### config.mk
export PLATFORM = sky130hd
export DESIGN_NAME = uart_wb_bridge
export DESIGN_NICKNAME = d
export VERILOG_FILES = /design/src/rtl/uart_wb_bridge.sv
export SDC_FILE = /design/constraint.sdc
export NUM_CORES = 1
export LEC_CHECK = 0
export BUFFER_PORTS_ARGS = -buffer_cell sky130_fd_sc_hd__buf_4
export CAP_MARGIN = 0
export CORE_MARGIN = 10
export CORE_UTILIZATION = 25
export DETAILED_ROUTE_END_ITERATION = 10
export GPL_TIMING_DRIVEN = 0
export PLACE_DENSITY_LB_ADDON = 0.25
export SYNTH_ARGS = -nofsm -noshare
export SYNTH_HDL_FRONTEND = slang
export SYNTH_SLANG_ARGS = --single-unit
### constraint.sdc
create_clock -name clk -period 2.35 [get_ports clk]
set_clock_uncertainty 0.15 [all_clocks]
set_input_delay 0.235 -clock clk [delete_from_list [all_inputs] [get_ports clk]]
set_output_delay 0.235 -clock clk [all_outputs]
set_load 0.01 [all_outputs]
### src/rtl/uart_wb_bridge.sv
`timescale 1ns/1ps
// uart_wb_bridge: UART-to-Wishbone classic master bridge.
// The host sends CMD, LEN, ADDR[31:0] (MSB first), then data for writes.
// CMD 0x01 writes LEN words, CMD 0x02 reads LEN words and returns each
// word MSB byte first over uart_tx. Word address wraps at 30 bits.
// Ports:
//   clk, rst_n          system clock, synchronous active-low reset
//   uart_rx / uart_tx   8N1 serial in / out, idle high
//   wb_cyc, wb_stb      Wishbone cycle and strobe
//   wb_we, wb_adr       write enable, 30-bit word address
//   wb_dat_w, wb_sel    write data, byte select (always all bytes)
//   wb_dat_r            read data from the slave
//   wb_ack, wb_err      transfer acknowledge / error (both end the cycle)
module uart_wb_bridge #(
  parameter int CLK_FREQ_HZ = 100000000,
  parameter int BAUD        = 115200,
  parameter int TIMEOUT     = 1000000
) (
  input  logic        clk,
  input  logic        rst_n,
  input  logic        uart_rx,
  output logic        uart_tx,
  output logic        wb_cyc,
  output logic        wb_stb,
  output logic        wb_we,
  output logic [29:0] wb_adr,
  output logic [31:0] wb_dat_w,
  output logic [3:0]  wb_sel,
  input  logic [31:0] wb_dat_r,
  input  logic        wb_ack,
  input  logic        wb_err
);

  localparam int DIV = CLK_FREQ_HZ / BAUD;
  localparam int CW  = $clog2(DIV + 1);
  localparam int TW  = $clog2(TIMEOUT + 1);
  localparam logic [CW-1:0] DIV_LAST  = CW'(DIV - 1);
  localparam logic [CW-1:0] HALF_LAST = CW'(DIV / 2 - 1);
  localparam logic [TW-1:0] TO_LAST   = TW'(TIMEOUT - 1);

  typedef enum logic [1:0] {RX_IDLE, RX_START, RX_DATA, RX_STOP} rx_state_t;
  typedef enum logic [2:0] {S_IDLE, S_LEN, S_ADDR, S_WDATA, S_WBUS, S_RBUS, S_TXWORD} state_t;

  logic            rx_meta_r, rx_sync_r, rx_prev_r;
  rx_state_t       rx_state_r;
  logic [CW-1:0]   rx_cnt_r;
  logic [2:0]      rx_bit_r;
  logic [7:0]      rx_shift_r;
  logic            rx_valid_r, rx_ferr_r;

  logic            tx_busy_r, tx_line_r, tx_sent_r;
  logic [CW-1:0]   tx_cnt_r;
  logic [3:0]      tx_bit_r;
  logic [9:0]      tx_frame_r;
  logic            tx_done_s, tx_start_s;
  logic [7:0]      tx_data_s;

  state_t          state_r, state_s;
  logic            is_write_r;
  logic [7:0]      len_r, words_left_r;
  logic [1:0]      byte_cnt_r;
  logic [TW-1:0]   to_cnt_r;
  logic [31:0]     rdata_r;
  logic            wb_cyc_r, wb_stb_r, wb_we_r;
  logic [29:0]     wb_adr_r;
  logic [31:0]     wb_dat_w_r;
  logic            wb_cyc_s, wb_we_s;
  logic            rcv_state_s, timeout_s, bus_done_s;

  assign uart_tx  = tx_line_r;
  assign wb_cyc   = wb_cyc_r;
  assign wb_stb   = wb_stb_r;
  assign wb_we    = wb_we_r;
  assign wb_adr   = wb_adr_r;
  assign wb_dat_w = wb_dat_w_r;
  assign wb_sel   = 4'hF;

  assign rcv_state_s = state_r inside {S_LEN, S_ADDR, S_WDATA};
  assign timeout_s   = rcv_state_s && (to_cnt_r == TO_LAST) && !rx_valid_r;
  assign bus_done_s  = wb_ack | wb_err;
  assign tx_done_s   = tx_busy_r && (tx_cnt_r == DIV_LAST) && (tx_bit_r == 4'd9);

  // UART receiver: synchroniser, mid-bit sampling, valid / framing-error pulses
  always_ff @(posedge clk) begin
    if (!rst_n) begin
      rx_meta_r  <= 1'b1;
      rx_sync_r  <= 1'b1;
      rx_prev_r  <= 1'b1;
      rx_state_r <= RX_IDLE;
      rx_cnt_r   <= '0;
      rx_bit_r   <= 3'd0;
      rx_shift_r <= 8'h00;
      rx_valid_r <= 1'b0;
      rx_ferr_r  <= 1'b0;
    end else begin
      rx_meta_r  <= uart_rx;
      rx_sync_r  <= rx_meta_r;
      rx_prev_r  <= rx_sync_r;
      rx_valid_r <= 1'b0;
      rx_ferr_r  <= 1'b0;
      case (rx_state_r)
        RX_IDLE: begin
          rx_cnt_r <= '0;
          if (rx_prev_r && !rx_sync_r) rx_state_r <= RX_START;
        end
        RX_START: begin
          if (rx_cnt_r == HALF_LAST) begin
            rx_cnt_r   <= '0;
            rx_bit_r   <= 3'd0;
            // A start bit that is high again at mid-bit was a glitch.
            rx_state_r <= rx_sync_r ? RX_IDLE : RX_DATA;
          end else begin
            rx_cnt_r <= rx_cnt_r + CW'(1);
          end
        end
        RX_DATA: begin
          if (rx_cnt_r == DIV_LAST) begin
            rx_cnt_r   <= '0;
            rx_shift_r <= {rx_sync_r, rx_shift_r[7:1]};
            rx_bit_r   <= rx_bit_r + 3'd1;
            if (rx_bit_r == 3'd7) rx_state_r <= RX_STOP;
          end else begin
            rx_cnt_r <= rx_cnt_r + CW'(1);
          end
        end
        RX_STOP: begin
          if (rx_cnt_r == DIV_LAST) begin
            rx_cnt_r   <= '0;
            rx_valid_r <= rx_sync_r;
            rx_ferr_r  <= !rx_sync_r;
            rx_state_r <= RX_IDLE;
          end else begin
            rx_cnt_r <= rx_cnt_r + CW'(1);
          end
        end
        default: rx_state_r <= RX_IDLE;
      endcase
    end
  end

  // UART transmitter: 10-bit frame shifted out, each bit held DIV cycles
  always_ff @(posedge clk) begin
    if (!rst_n) begin
      tx_busy_r  <= 1'b0;
      tx_line_r  <= 1'b1;
      tx_cnt_r   <= '0;
      tx_bit_r   <= 4'd0;
      tx_frame_r <= 10'h3FF;
    end else if (tx_start_s) begin
      tx_frame_r <= {1'b1, tx_data_s, 1'b0};
      tx_line_r  <= 1'b0;
      tx_busy_r  <= 1'b1;
      tx_cnt_r   <= '0;
      tx_bit_r   <= 4'd0;
    end else if (tx_busy_r) begin
      if (tx_cnt_r == DIV_LAST) begin
        tx_cnt_r <= '0;
        if (tx_bit_r == 4'd9) begin
          tx_busy_r <= 1'b0;
          tx_line_r <= 1'b1;
        end else begin
          tx_bit_r   <= tx_bit_r + 4'd1;
          tx_frame_r <= {1'b1, tx_frame_r[9:1]};
          tx_line_r  <= tx_frame_r[1];
        end
      end else begin
        tx_cnt_r <= tx_cnt_r + CW'(1);
      end
    end else begin
      tx_line_r <= 1'b1;
    end
  end

  // Command FSM state register
  always_ff @(posedge clk) begin
    if (!rst_n) state_r <= S_IDLE;
    else        state_r <= state_s;
  end

  // Command FSM next-state logic
  always_comb begin
    state_s = state_r;
    case (state_r)
      S_IDLE: begin
        if (rx_valid_r && (rx_shift_r == 8'h01 || rx_shift_r == 8'h02)) state_s = S_LEN;
        else state_s = S_IDLE;
      end
      S_LEN: begin
        if (rx_ferr_r || timeout_s) state_s = S_IDLE;
        else if (rx_valid_r)        state_s = S_ADDR;
        else                        state_s = S_LEN;
      end
      S_ADDR: begin
        if (rx_ferr_r || timeout_s)                 state_s = S_IDLE;
        else if (rx_valid_r && byte_cnt_r == 2'd3) begin
          if (len_r == 8'd0)   state_s = S_IDLE;
          else if (is_write_r) state_s = S_WDATA;
          else                 state_s = S_RBUS;
        end else                                     state_s = S_ADDR;
      end
      S_WDATA: begin
        if (rx_ferr_r || timeout_s)                 state_s = S_IDLE;
        else if (rx_valid_r && byte_cnt_r == 2'd3)  state_s = S_WBUS;
        else                                         state_s = S_WDATA;
      end
      S_WBUS: begin
        if (bus_done_s) state_s = (words_left_r == 8'd1) ? S_IDLE : S_WDATA;
        else            state_s = S_WBUS;
      end
      S_RBUS: begin
        if (bus_done_s) state_s = S_TXWORD;
        else            state_s = S_RBUS;
      end
      S_TXWORD: begin
        // words_left was already decremented when the read completed.
        if (tx_done_s && byte_cnt_r == 2'd3) state_s = (words_left_r == 8'd0) ? S_IDLE : S_RBUS;
        else                                 state_s = S_TXWORD;
      end
      default: state_s = S_IDLE;
    endcase
  end

  // Command FSM outputs: next bus controls and TX byte launch
  always_comb begin
    wb_cyc_s   = (state_s == S_WBUS) || (state_s == S_RBUS);
    wb_we_s    = (state_s == S_WBUS);
    tx_start_s = (state_r == S_TXWORD) && !tx_busy_r && !tx_sent_r;
    case (byte_cnt_r)
      2'd0:    tx_data_s = rdata_r[31:24];
      2'd1:    tx_data_s = rdata_r[23:16];
      2'd2:    tx_data_s = rdata_r[15:8];
      default: tx_data_s = rdata_r[7:0];
    endcase
  end

  // Command datapath: byte counters, timeout, address/data assembly, bus regs
  always_ff @(posedge clk) begin
    if (!rst_n) begin
      is_write_r   <= 1'b0;
      len_r        <= 8'd0;
      words_left_r <= 8'd0;
      byte_cnt_r   <= 2'd0;
      to_cnt_r     <= '0;
      rdata_r      <= 32'h0;
      tx_sent_r    <= 1'b0;
      wb_cyc_r     <= 1'b0;
      wb_stb_r     <= 1'b0;
      wb_we_r      <= 1'b0;
      wb_adr_r     <= 30'h0;
      wb_dat_w_r   <= 32'h0;
    end else begin
      wb_cyc_r <= wb_cyc_s;
      wb_stb_r <= wb_cyc_s;
      wb_we_r  <= wb_we_s;
      if (state_s != state_r) byte_cnt_r <= 2'd0;
      else if ((rx_valid_r && (state_r == S_ADDR || state_r == S_WDATA)) ||
               (state_r == S_TXWORD && tx_done_s)) byte_cnt_r <= byte_cnt_r + 2'd1;
      else byte_cnt_r <= byte_cnt_r;
      if (state_s != state_r || rx_valid_r || !rcv_state_s) to_cnt_r <= '0;
      else                                                  to_cnt_r <= to_cnt_r + TW'(1);
      if (tx_start_s)     tx_sent_r <= 1'b1;
      else if (tx_done_s) tx_sent_r <= 1'b0;
      else                tx_sent_r <= tx_sent_r;
      case (state_r)
        S_IDLE:  if (rx_valid_r) is_write_r <= (rx_shift_r == 8'h01);
        S_LEN:   if (rx_valid_r) begin
          len_r        <= rx_shift_r;
          words_left_r <= rx_shift_r;
        end
        // Only the low 30 bits of the 32-bit address survive the shift.
        S_ADDR:  if (rx_valid_r) wb_adr_r <= {wb_adr_r[21:0], rx_shift_r};
        S_WDATA: if (rx_valid_r) wb_dat_w_r <= {wb_dat_w_r[23:0], rx_shift_r};
        S_WBUS:  if (bus_done_s) begin
          wb_adr_r     <= wb_adr_r + 30'd1;
          words_left_r <= words_left_r - 8'd1;
        end
        S_RBUS:  if (bus_done_s) begin
          rdata_r      <= wb_err ? 32'h0 : wb_dat_r;
          wb_adr_r     <= wb_adr_r + 30'd1;
          words_left_r <= words_left_r - 8'd1;
        end
        default: ;
      endcase
    end
  end

endmodule

==> run_results.csv <==
group,metric,value,unit
synth,ys_warn_count,0,
pwr,p_int,4.781,mW
floorplan,core_area,0.03548,mm^2
run_status,outcome,"complete, but fails checks",
placed_design,pre_cts_slack,-495.5,ps
clocking,clock_latency,430,ps
placed_design,place_congestion,0.8432,
clocking,root_buffer,"clkbuf_16",
routing,drt_iter0_drc,590,
final_layout,layout_common_cells,"nand2_1 (211), dfxtp_1 (186), a21oi_1 (125)",
critical_path,path_delay_family,"simple AND/OR/NAND/NOR gates",
pwr,p_comb_frac,0.036,
routing,via_count,8673,
critical_path,cp-end-kind,"flip-flop",
grt,antenna_found_initial,0,
sta,maxSlewViolCount,0,
floorplan,die-area,0.04389,mm^2
routing,dr.pass1.iters,6,
clocking,numCtsBuffers,17,
critical_path,rrSetupSlack,-10,ps
synth,synth.cell_area,0.008977,mm^2
clocking,htreeDepth,4,
critical_path,worstPathRequired,2550,ps
floorplan,num_rows,69,
synth,async_flop_share,0,
placed_design,io_buffer_count,102,
synth,ys_ff_latch,191,
sta,grt_setup_unrepaired,"yes",
worst_hold_path,hold_path.class,"in2reg",
sta,layout_min_cycle_time,2363,ps
routing,drtAntennaViolNets,0,
pwr,clkPwrFrac,0.453,
critical_path,slowest_stage,"nor2_1",
clocking,cts_tree,"yes",
pwr,vdd.ir_drop.worst,451.6,uV
clocking,clock-sinks,191,
grt,grt_pass1_vias,8519,
pwr,p_seq_frac,0.510,
clocking,clk_pin_slew,80,ps
run_status,failed_checks,"setup timing",
synth,yosysUniqueCellTypes,76,
floorplan,fp.dieW,209.5,um
critical_path,startpoint_type,"flip-flop",
critical_path,critPathArrivalTime,2570,ps
critical_path,critical_path.max_stage_delay,640,ps
sta,setup_slack,-13.03,ps
pwr,power_switching,1.584,mW
critical_path,critPathBufInv,2,
final_layout,n_antenna_cell,0,
synth,yosys.area.top_type,"dfxtp_1",
routing,drc_errors,0,
final_layout,drive_gt1_frac,0.1671,
grt,grt_max_degree,21,
sta,setup_violations,1,
pwr,swShare,0.2488,
run,drv_cap,0,
synth,synth_ff_type,"dfxtp_1",
synth,yosysSeqAreaShare,0.4259,
sta,hold_viol,0,
clocking,cts_max_path_buffers,2,
pwr,p_per_area,555.3,mW/mm^2
synth,syn_area_per_cell,7.987,um^2
final_layout,layout.nets,1339,
routing,post_drt_wl_per_cell,16.35,um
routing,vias_per_cell,4.928,
sta,min_period_over_period,1.006,
critical_path,crit_path_cell_trace,"buf_2 > nand2b_1 > nor2_1 > clkbuf_1 > nand3b_1 > a21oi_1",
critical_path,path_class,"reg2reg",
placed_design,dpl.hpwl,20760,um
grt,grt_pass1_wl,46290,um
final_layout,areaGrowthSynthToFinish,27.69,%
floorplan,initial_core_util,0.2530,
pwr,p_leak,4.125,nW
pwr,finalPower,6.365,mW
synth,synth-edff-count,0,
synth,synth_area_leaders,"dfxtp_1 (43%), nand2_1 (8.8%), a21oi_1 (7.0%)",
synth,syn_inst,1124,
grt,grt_overflow,0,
routing,wl,28780,um
final_layout,fill_cells,3773,
grt,grt_use_total,0.1282,
final_layout,layout_commonest_cell,"nand2_1",
sta,fmax,0.4232,GHz
critical_path,cp_max_fo,10,
floorplan,die_height,209.5,um
synth,synth_top_area_share,0.4259,
sta,worst_slew_pin_slew,851.0,ps
floorplan,ioPinCount,107,
sta,timing.slew.headroom,0.4327,
## tightest hold or removal path, stage by stage
cell      delay, ps
buf_4           160
nand3b_1        120
a21oi_1          60
## power groups by stage
stage	sequential, mW	combinational [mW]	clock [mW]
2_1_floorplan	3.32	0.0866	0
3_3_place_gp	3.32	0.187	0
3_5_place_dp	3.32	0.186	0
4_1_cts	3.25	0.232	2.98
5_1_grt	3.25	0.252	3.09
6_report	3.25	0.232	2.89
## state kept, by name, indices dropped and copies added, names as in the netlist, 2 cells and up, named ones only
| signal | count |
|---|---|
| byte_cnt_r | 2 |
| len_r | 8 |
| rdata_r | 32 |
| rx_bit_r | 3 |
| rx_cnt_r | 10 |
| rx_shift_r | 8 |
| state_r | 3 |
| to_cnt_r | 20 |
| tx_bit_r | 4 |
| tx_cnt_r | 10 |
| tx_frame_r | 8 |
| wb_adr | 30 |
| wb_dat_w | 32 |
| words_left_r | 8 |
## final cells by class
cell class | count | area, um^2 | area share
tap | 461 | 576.8 | 0.05032
sequential | 191 | 3830 | 0.3341
clock buffer | 17 | 425.4 | 0.03711
inverter | 16 | 60.06 | 0.005239
multi-input combinational | 848 | 4923 | 0.4295
clock inverter | 15 | 162.7 | 0.01419
buffer | 70 | 336.6 | 0.02936
timing repair buffer | 142 | 1149 | 0.1002
## metrics by stage
step | hold WS (ps) | cells | utilization | TNS, ps | cell area (um^2)
5_1_grt | 52.93 | 1760 | 0.3231 | -2002 | 11460
6_report | 42.02 | 1760 | 0.3231 | -13.03 | 11460
3_3_place_gp | 240.2 | 1690 | 0.2912 | -19950 | 10330
4_1_cts | 24.55 | 1757 | 0.3197 | -775.3 | 11340
2_1_floorplan | 186.5 | 1127 | - | 0 | 8989
3_5_place_dp | 243.7 | 1690 | 0.2912 | -18770 | 10330
## logic make-up (layout without fill, tap and decap cells)
kind of cell	count (synthesis)	count (layout)	synth area share
XOR/XNOR	34	34	0.03317
adder cells (fa/ha/maj)	16	16	0.02230
AND/OR/NAND/NOR	525	525	0.2941
other	1	4	0.0004177
flip-flops	191	191	0.4259
multiplexers	8	8	0.009616
buffers and inverters	88	260	0.04000
AO/OA/AOI/OAI	261	261	0.1745
## final timing paths
| check | startpoint | to | depth (start not counted) |
|---|---|---|---|
| worst max register to register | state_r[0] | rdata_r[13] | 6 |
| worst min register to register | rx_meta_r | rx_sync_r | 1 |
| worst min-delay path | wb_err | rdata_r[1] | 3 |
| worst max-delay path | state_r[0] | rdata_r[13] | 6 |
## timing repair
| action | in CTS | in global routing |
|---|---|---|
| gates resized for setup | 20 | 44 |
| endpoints found under the hold margin | 33 | 0 |
| pin swaps | 5 | 6 |
| hold buffers | 33 | 0 |
| setup endpoints to repair | 77 | 130 |
| setup buffers | 3 | 4 |
## cells in the mapped netlist, types with 3 or more instances
master	instances
or3_1	7
o21ai_1	19
o21ai_0	40
a222oi_1	8
nand2b_1	9
nor3_1	31
o211ai_1	3
a211oi_1	6
inv_1	11
clkbuf_1	56
ha_1	16
buf_4	5
nand3b_1	36
buf_1	3
nand4_1	21
dfxtp_1	191
mux2i_1	3
and3_1	25
a21oi_1	125
a22oi_1	12
nor2_1	95
and4_1	5
mux2_1	4
xor2_1	13
a31oi_1	7
and2_1	7
a311oi_1	6
nand3_1	27
nor4_1	12
nor4b_1	6
nor2b_1	6
o21a_1	3
buf_2	8
xnor2_1	21
nor3b_1	3
nand2_1	211
inv_2	4
o31ai_1	4
or4_1	4
a211o_1	3
## per-layer routing
metal	part of all wire	global-route usage	vias to the layer above
met1	0.48	0.1719	4091
li1	-	-	4295
met2	0.45	0.2036	270
met5	0	0	-
met3	0.059	0.02673	17
met4	0.0099	0.03448	0
Note: power is estimated with default switching activity, not from simulation.
